**config.mk**
```make
export PLATFORM = sky130hd
export DESIGN_NAME = moore_seq_detector
export DESIGN_NICKNAME = d
export VERILOG_FILES = /design/src/rtl/moore_seq_detector.sv
export SDC_FILE = /design/constraint.sdc
export NUM_CORES = 1
export LEC_CHECK = 0
export ABC_AREA = 1
export BUFFER_PORTS_ARGS = -buffer_cell sky130_fd_sc_hd__buf_2
export CAP_MARGIN = 20
export CORE_ASPECT_RATIO = 0.8
export CORE_MARGIN = 1.5
export CORE_UTILIZATION = 26
export CTS_CLUSTER_SIZE = 25
export DETAILED_ROUTE_END_ITERATION = 6
export RECOVER_POWER = 100
export SLEW_MARGIN = 30
export SYNTH_ARGS = -nofsm -noshare
export SYNTH_HDL_FRONTEND = slang
export SYNTH_SLANG_ARGS = --single-unit
```
**constraint.sdc**
```tcl
create_clock -name clk -period 2.05 [get_ports clk]
set_clock_uncertainty 0.1 [all_clocks]
set_input_delay 0.205 -clock clk [delete_from_list [all_inputs] [get_ports clk]]
set_output_delay 0.205 -clock clk [all_outputs]
set_load 0.005 [all_outputs]
```
**src/rtl/moore_seq_detector.sv**
```systemverilog
// ---------------------------------------------------------------------------
// moore_seq_detector
//
// Purpose:
//   Parametrised Moore serial-pattern detector. It watches a qualified
//   serial bit stream for a PAT_LEN-bit PATTERN. PATTERN[PAT_LEN-1] is the
//   first bit expected. Matches may overlap (OVERLAP = 1) or be
//   non-overlapping (OVERLAP = 0). State Sk means that the last k consumed
//   bits equal the first k pattern bits. The block reports a Moore match
//   flag and keeps a saturating match counter.
//
// Ports:
//   clk          in   1        clock, all logic on the rising edge
//   rst_n        in   1        synchronous active-low reset
//   clear        in   1        synchronous clear of state and counter
//   in_valid     in   1        qualifier, in_bit consumed only when high
//   in_bit       in   1        serial data bit
//   state_out    out  STATE_W  current state index k (0..PAT_LEN)
//   match        out  1        high while the state is S_PAT_LEN
//   match_count  out  CNT_W    saturating count of entries into S_PAT_LEN
//
// Optional feature:
//   Define SEQ_DET_IDLE_TIMEOUT_EN to enable a partial-match idle timeout.
//   An 8-bit counter then counts consecutive in_valid-low cycles spent in
//   S1..S_PAT_LEN-1. The state drops to S0 on the edge where the count
//   reaches IDLE_TIMEOUT. When the macro is undefined, a partial match
//   holds indefinitely.
// ---------------------------------------------------------------------------
module moore_seq_detector #(
  parameter int                 PAT_LEN      = 4,
  parameter logic [PAT_LEN-1:0] PATTERN      = 4'b1011,
  parameter bit                 OVERLAP      = 1'b1,
  parameter int                 CNT_W        = 8,
  parameter int                 IDLE_TIMEOUT = 15,
  localparam int                STATE_W      = $clog2(PAT_LEN + 1)
) (
  input  logic               clk,
  input  logic               rst_n,
  input  logic               clear,
  input  logic               in_valid,
  input  logic               in_bit,
  output logic [STATE_W-1:0] state_out,
  output logic               match,
  output logic [CNT_W-1:0]   match_count
);

  // Catch illegal parameterisations at elaboration time.
  if (PAT_LEN < 2 || PAT_LEN > 16) begin : g_bad_pat_len
    $error("moore_seq_detector: PAT_LEN out of range 2..16");
  end
  if (CNT_W < 1 || CNT_W > 32) begin : g_bad_cnt_w
    $error("moore_seq_detector: CNT_W out of range 1..32");
  end
  if (IDLE_TIMEOUT < 1 || IDLE_TIMEOUT > 255) begin : g_bad_idle
    $error("moore_seq_detector: IDLE_TIMEOUT out of range 1..255");
  end

  // Only S0 and the full-match state have names. The intermediate
  // partial-match states are plain indices, reached by casting
  // fallback-table entries.
  typedef enum logic [STATE_W-1:0] {
    S0      = '0,
    S_MATCH = STATE_W'(PAT_LEN)
  } state_t;

  localparam int              N_CODES = 2 ** STATE_W;
  localparam logic [CNT_W-1:0] CNT_MAX = {CNT_W{1'b1}};

  // Elaboration-time fallback function.
  // The bit history is the matched prefix PATTERN[PAT_LEN-1 -: k] followed
  // by the new bit. The function returns the longest suffix of that history
  // (at most PAT_LEN bits) that is also a prefix of the pattern.
  // Leaving a full match without overlap restarts from an empty history.
  function automatic int calc_next(input int k, input int b);
    int   k_eff;
    int   len;
    int   best;
    int   idx;
    logic ok;
    logic hb;
    k_eff = (k == PAT_LEN && !OVERLAP) ? 0 : k;
    len   = k_eff + 1;
    best  = 0;
    for (int j = 1; j <= PAT_LEN; j++) begin
      if (j <= len) begin
        ok = 1'b1;
        for (int m = 0; m < j; m++) begin
          idx = len - j + m;
          if (idx == k_eff) begin
            hb = (b != 0);
          end else begin
            hb = PATTERN[PAT_LEN-1-idx];
          end
          if (hb != PATTERN[PAT_LEN-1-m]) begin
            ok = 1'b0;
          end
        end
        if (ok) begin
          best = j;
        end
      end
    end
    return best;
  endfunction

  // Transition table indexed by [current state code][in_bit].
  // The table covers every state code, so unreachable codes fall back to S0.
  logic [STATE_W-1:0] trans_tab [N_CODES][2];

  for (genvar k = 0; k < N_CODES; k++) begin : g_tab_state
    for (genvar b = 0; b < 2; b++) begin : g_tab_bit
      if (k <= PAT_LEN) begin : g_live
        localparam int NXT = calc_next(k, b);
        assign trans_tab[k][b] = STATE_W'(NXT);
      end else begin : g_dead
        assign trans_tab[k][b] = '0;
      end
    end
  end

  state_t           state_q;
  state_t           state_d;
  logic [CNT_W-1:0] cnt_q;
  logic [CNT_W-1:0] cnt_d;

`ifdef SEQ_DET_IDLE_TIMEOUT_EN
  localparam logic [7:0] IDLE_LIMIT = 8'(IDLE_TIMEOUT - 1);

  logic [7:0] idle_q;
  logic [7:0] idle_d;
  logic       partial;

  assign partial = (state_q != S0) && (state_q != S_MATCH);

  // State register, match counter and idle counter.
  // The synchronous reset has the highest priority.
  always_ff @(posedge clk) begin
    if (!rst_n) begin
      state_q <= S0;
      cnt_q   <= '0;
      idle_q  <= '0;
    end else begin
      state_q <= state_d;
      cnt_q   <= cnt_d;
      idle_q  <= idle_d;
    end
  end

  // Next-state and counter logic. Priority is clear, then a consumed bit,
  // then the idle timeout. The timeout fires on the edge where this idle
  // cycle would bring the count to IDLE_TIMEOUT. A timeout never touches
  // the match counter.
  always_comb begin
    state_d = state_q;
    cnt_d   = cnt_q;
    idle_d  = '0;
    if (clear) begin
      state_d = S0;
      cnt_d   = '0;
    end else if (in_valid) begin
      state_d = state_t'(trans_tab[state_q][in_bit]);
      if (state_d == S_MATCH && cnt_q != CNT_MAX) begin
        cnt_d = cnt_q + 1'b1;
      end
    end else if (partial) begin
      if (idle_q == IDLE_LIMIT) begin
        state_d = S0;
      end else begin
        idle_d = idle_q + 8'd1;
      end
    end
  end
`else
  // State register and match counter.
  // The synchronous reset has the highest priority.
  always_ff @(posedge clk) begin
    if (!rst_n) begin
      state_q <= S0;
      cnt_q   <= '0;
    end else begin
      state_q <= state_d;
      cnt_q   <= cnt_d;
    end
  end

  // Next-state and counter logic. Clear beats a consumed bit.
  // With no valid bit, everything holds.
  // The counter advances on every entry into S_MATCH, including
  // S_MATCH -> S_MATCH, and sticks at its maximum value.
  always_comb begin
    state_d = state_q;
    cnt_d   = cnt_q;
    if (clear) begin
      state_d = S0;
      cnt_d   = '0;
    end else if (in_valid) begin
      state_d = state_t'(trans_tab[state_q][in_bit]);
      if (state_d == S_MATCH && cnt_q != CNT_MAX) begin
        cnt_d = cnt_q + 1'b1;
      end
    end
  end
`endif

  assign state_out   = state_q;
  assign match       = (state_q == S_MATCH);
  assign match_count = cnt_q;

endmodule

```
# Word-level counts from Yosys, hierarchy flattened
# Memories as Yosys holds them, arrays and structs flattened.
# Index checks and enable logic that the tools add are counted.
# Widths: inputs -> output; s select.
# word_totals
memories,1
regBits,11
inputBits,5
romBits,48
# op_classes
n_addsub,1
muxes,5
bitwise_logic,3
reduce_logical,3
n_eq_ne,3
magnitude_cmp,2
# mem_list
memory,words,word_bits,rd,rd_ports_with_merged_regs,write_ports,line,source
(no name shown),8,6,1,0,0,197,state_d = state_t'(trans_tab[state_q][in_bit]);
# ops
operator,n
$mux 6,2
$mux 3,3
$add 8x1->8 const B,1
$ne 8x8->1 const B,1
$eq 3x3->1 const B,2
$ge 4x4->1 const B,1
$not 3->4,1
$ge 2x2->1 const B,1
$not 1->2,1
$reduce_and 2->1,1
$reduce_or 2->1,1
$logic_and 1x1->1,1
$not 1->1,1

# Logic depth before layout (Yosys ltp)
# logic_depth
ltp_word,10
depth_mapped,9
depth_no_buf,9

# Least setup slack after synthesis
# OpenSTA, ideal clock, no wires.
# synth_timing
kind,reg-to-reg
startpoint,"reg cnt_q[0], in the netlist match_count[0]"
endpoint,"reg cnt_q[1], in the netlist match_count[1]"
t_required_ps,1834
slack_ps,721
synth_period_minus_slack_ps,1329
stages_incl_launch_ff,9
setup_ps,116
arrival_time_ps,1113
cell_sequence,dfxtp_1 > ha_1 > nand2_2 > nor2_4 > nand2_2 > nand2_4 > inv_4 > nor2_1 > nor2_1
# synth_between
elab_chain_cells,3
elab_cells_between_ends,4
cone_classes,1 x add/sub; 1 x eq/ne; 2 x reduce/logical
# synth_lines
item,line,source
from (decl),123,logic [CNT_W-1:0] cnt_q;
from (signal assigned),182,cnt_q <= cnt_d;
branches (longest 3 deep; another with $add 8x1->8),n/a,
# Parallel ways; which one is timed is not known.
# A chain may end at the register's enable or synchronous reset.

# Final worst setup path
# layout_timing
startpoint,"reg state_q[0], in the netlist state_out[0]"
endpoint,"reg cnt_q[0], in the netlist match_count[0]"
# layout_between
elab_chain_cells,10
# layout_lines
item,line,source
from (decl),121,state_t state_q;
from (signal assigned),181,state_q <= state_d;
$not 3->4 (not written as such),197,
$mem_v2 8x6,n/a,
$mux 6 (not written as such) (2 in series),197,
$mux 3 (not written as such) (3 in series),197,
$eq 3x3->1,198,if (state_d == S_MATCH && cnt_q != CNT_MAX) begin
$logic_and 1x1->1,198,
$reduce_and 2->1 (no line),n/a,
# No other way between the ends. The select of a mux whose other input is x is not followed.

==> out/qor.csv <==
metric;value;unit
outcome;complete, no violations;
worstSetupStartpointType;flip-flop;
tritoncts;yes;
worst_setup_hold_path_clk_slew;0.08;ns
dieArea;2710;sq um
gp_routability_congestion;0.785;
synth-seq-area-share;0.353;
critical_path_required;2.12;ns
final_core_util;0.333;
syn-instance-count;90;
path_class;reg -> reg;
setup_total_negative_slack;0;ns
postCtsSetupRepairBufs;0;
slew_violations;0;
maxCapViolCount;0;
route.detailed.drc;0;
number_of_antenna_violations_at_the_first_check_in_global_routing;0;
timing.final.hold_violations;0;
yosys-mux-area-fraction;0;
postSynthNetCount;96;
cell_total_after_placement;131;
ys_ff_latch;11;
drt_wl_total;1.35;mm
worstMarginPinSlew;0.552;ns
post-dp-hpwl;1.01;mm
core_area;2210;sq um
synth_top_family_by_area;simple AND/OR/NAND/NOR gates;
period_minus_slack;1.58;ns
first_global_vias;578;
synth.cell_area;624;sq um
detailedPlace.worstSlack;0.627;ns
post_route_cells_drive_above_1_share;0.173;
syn_to_final_growth;18.0;%
tritoncts_num_sinks;11;
stdcell_count;135;
io-pin-count;17;
cts.hold.buffers_added;0;
postLayoutSetupSlackWorst;0.468;ns
slew-limit-headroom;0.631;
power.static_leakage;0.292;nW
min-delay-path-class;in -> reg;
route.vias.total;630;
routed_wire_length_per_instance;10.0;um
drt_iter0_markers;28;
clk_latency;0.27;ns
layout.filler_cells;255;
arrival;1.65;ns
finalSetupViolations;0;
dpl_cell_area;736;sq um
post_layout_instance_area;737;sq um
vias_per_cell;4.67;
die_x;57.8;um
cts_buffers;3;
synth-simple-area-share;0.445;
grt_max_degree;8;
post_cts_resized;0;
chipHeight;46.8;um
groute.usage.overall;0.108;
cts-root-buf;sky130_fd_sc_hd__clkbuf_4;
drt.antenna.violating_nets;0;
worst_ir_drop_vdd;161;uV
post_synth_fa_ha_maj_area_fraction;0.0200;
max_freq;632;MHz
ys.warnings.count;0;
clock_tree.buffer_depth;2;
globalRoute.totalOverflow;0;
initial_utilization;0.282;
finalCritPeriodShare;0.772;
setup_repair_after_global_routing_missed_its_margin;false;
overall_power_of_the_completed_layout;380;uW
io_buffer_count;16;
avgSynthCellArea;6.94;sq um
synth_area_in_xor_xnor;0.0421;
p_per_area;516;nW/um^2
drtPass1Iterations;4;
layout_commonest_cell;sky130_fd_sc_hd__nand2_1;
grt_pass1_wl;2.28;mm
nets;117;
placement_rows;15;
critPathCaptureType;flip-flop;
fraction_of_the_mapped_netlist_area_in_compound_gates;0.0762;
htree_num_levels;1;
whs;0.136;ns
final_antenna_diode_count;0;
synthDistinctLibCells;19;
highest_fanout_seen_on_the_critical_path;7;
layout_common_cells;21 x sky130_fd_sc_hd__nand2_1, 20 x sky130_fd_sc_hd__nor2_1, 11 x sky130_fd_sc_hd__dfxtp_1;
-- worst max-delay path: stages, from the launching register on --
cell and delay, ns:
sky130_fd_sc_hd__dfxtp_1 0.45, sky130_fd_sc_hd__nand3_4 0.10, sky130_fd_sc_hd__nor2_1 0.44, sky130_fd_sc_hd__nand2_4 0.14, sky130_fd_sc_hd__inv_4 0.10, sky130_fd_sc_hd__nand2_1 0.05
sky130_fd_sc_hd__nand2_1 0.06, sky130_fd_sc_hd__nor2_1 0.04
-- final cells by class --
class                           count  area (sq um)  area share
Clock buffer                        4          26.3      0.0357
Inverter                           10          40.0      0.0543
Multi-Input combinational cell     69           348       0.472
Sequential cell                    11           220       0.299
Tap cell                           25          31.3      0.0424
Timing Repair Buffer               16          71.3      0.0968
-- worst paths after layout --
check                                    from                          end  slack, ns  cells past startpoint
setup / recovery    state_out[0]$_SDFFE_PP0P_  match_count[0]$_SDFFE_PP0P_       0.47                      7
hold / removal                          clear  match_count[6]$_SDFFE_PP0P_       0.14                      4
setup reg to reg    state_out[0]$_SDFFE_PP0P_  match_count[0]$_SDFFE_PP0P_       0.47                      7
hold reg to reg   match_count[1]$_SDFFE_PP0P_  match_count[1]$_SDFFE_PP0P_       0.42                      2
-- layer usage --
metal	share of wire	vias up	track usage
met4	0	0	0.0419
li1	-	329	-
met5	0	-	0
met1	0.47	283	0.134
met2	0.49	18	0.193
met3	0.044	0	0.0165
-- power by group --
group | internal (mW) | total [mW] | switching (mW)
Combinational | 0.00638 | 0.0160 | 0.00963
Clock | 0.0752 | 0.149 | 0.0733
Sequential | 0.214 | 0.216 | 0.00135
-- flip-flops by register name, summed over array words and instances (netlist names) --
| signal | cells |
|---|---|
| state_out | 3 |
| match_count | 8 |
-- synthesized netlist by cell type --
cell                       count  area share
sky130_fd_sc_hd__a21oi_1       6       0.048
sky130_fd_sc_hd__dfxtp_1      11        0.35
sky130_fd_sc_hd__ha_1          1       0.020
sky130_fd_sc_hd__inv_1         9       0.054
sky130_fd_sc_hd__inv_4         1       0.010
sky130_fd_sc_hd__nand2_1      21        0.13
sky130_fd_sc_hd__nand2_2       2       0.020
sky130_fd_sc_hd__nand2_4       1       0.018
sky130_fd_sc_hd__nand3_1       5       0.040
sky130_fd_sc_hd__nand3_4       1       0.028
sky130_fd_sc_hd__nand4_1       3       0.030
sky130_fd_sc_hd__nor2_1       19        0.11
sky130_fd_sc_hd__nor2_4        1       0.018
sky130_fd_sc_hd__nor2_8        1       0.032
sky130_fd_sc_hd__nor3_1        1      0.0080
sky130_fd_sc_hd__o211ai_1      1       0.012
sky130_fd_sc_hd__o21ai_0       2       0.016
sky130_fd_sc_hd__or2_2         1       0.010
sky130_fd_sc_hd__xor2_1        3       0.042
-- kinds of logic (layout without fill, tap and decap cells) --
logic type	Yosys count	in the layout
AO/OA/AOI/OAI	9	9
adder cells (fa/ha/maj)	1	1
flip-flops	11	11
buffers and inverters	10	30
AND/OR/NAND/NOR	56	56
XOR/XNOR	3	3
(Power assumes the default switching activity.)
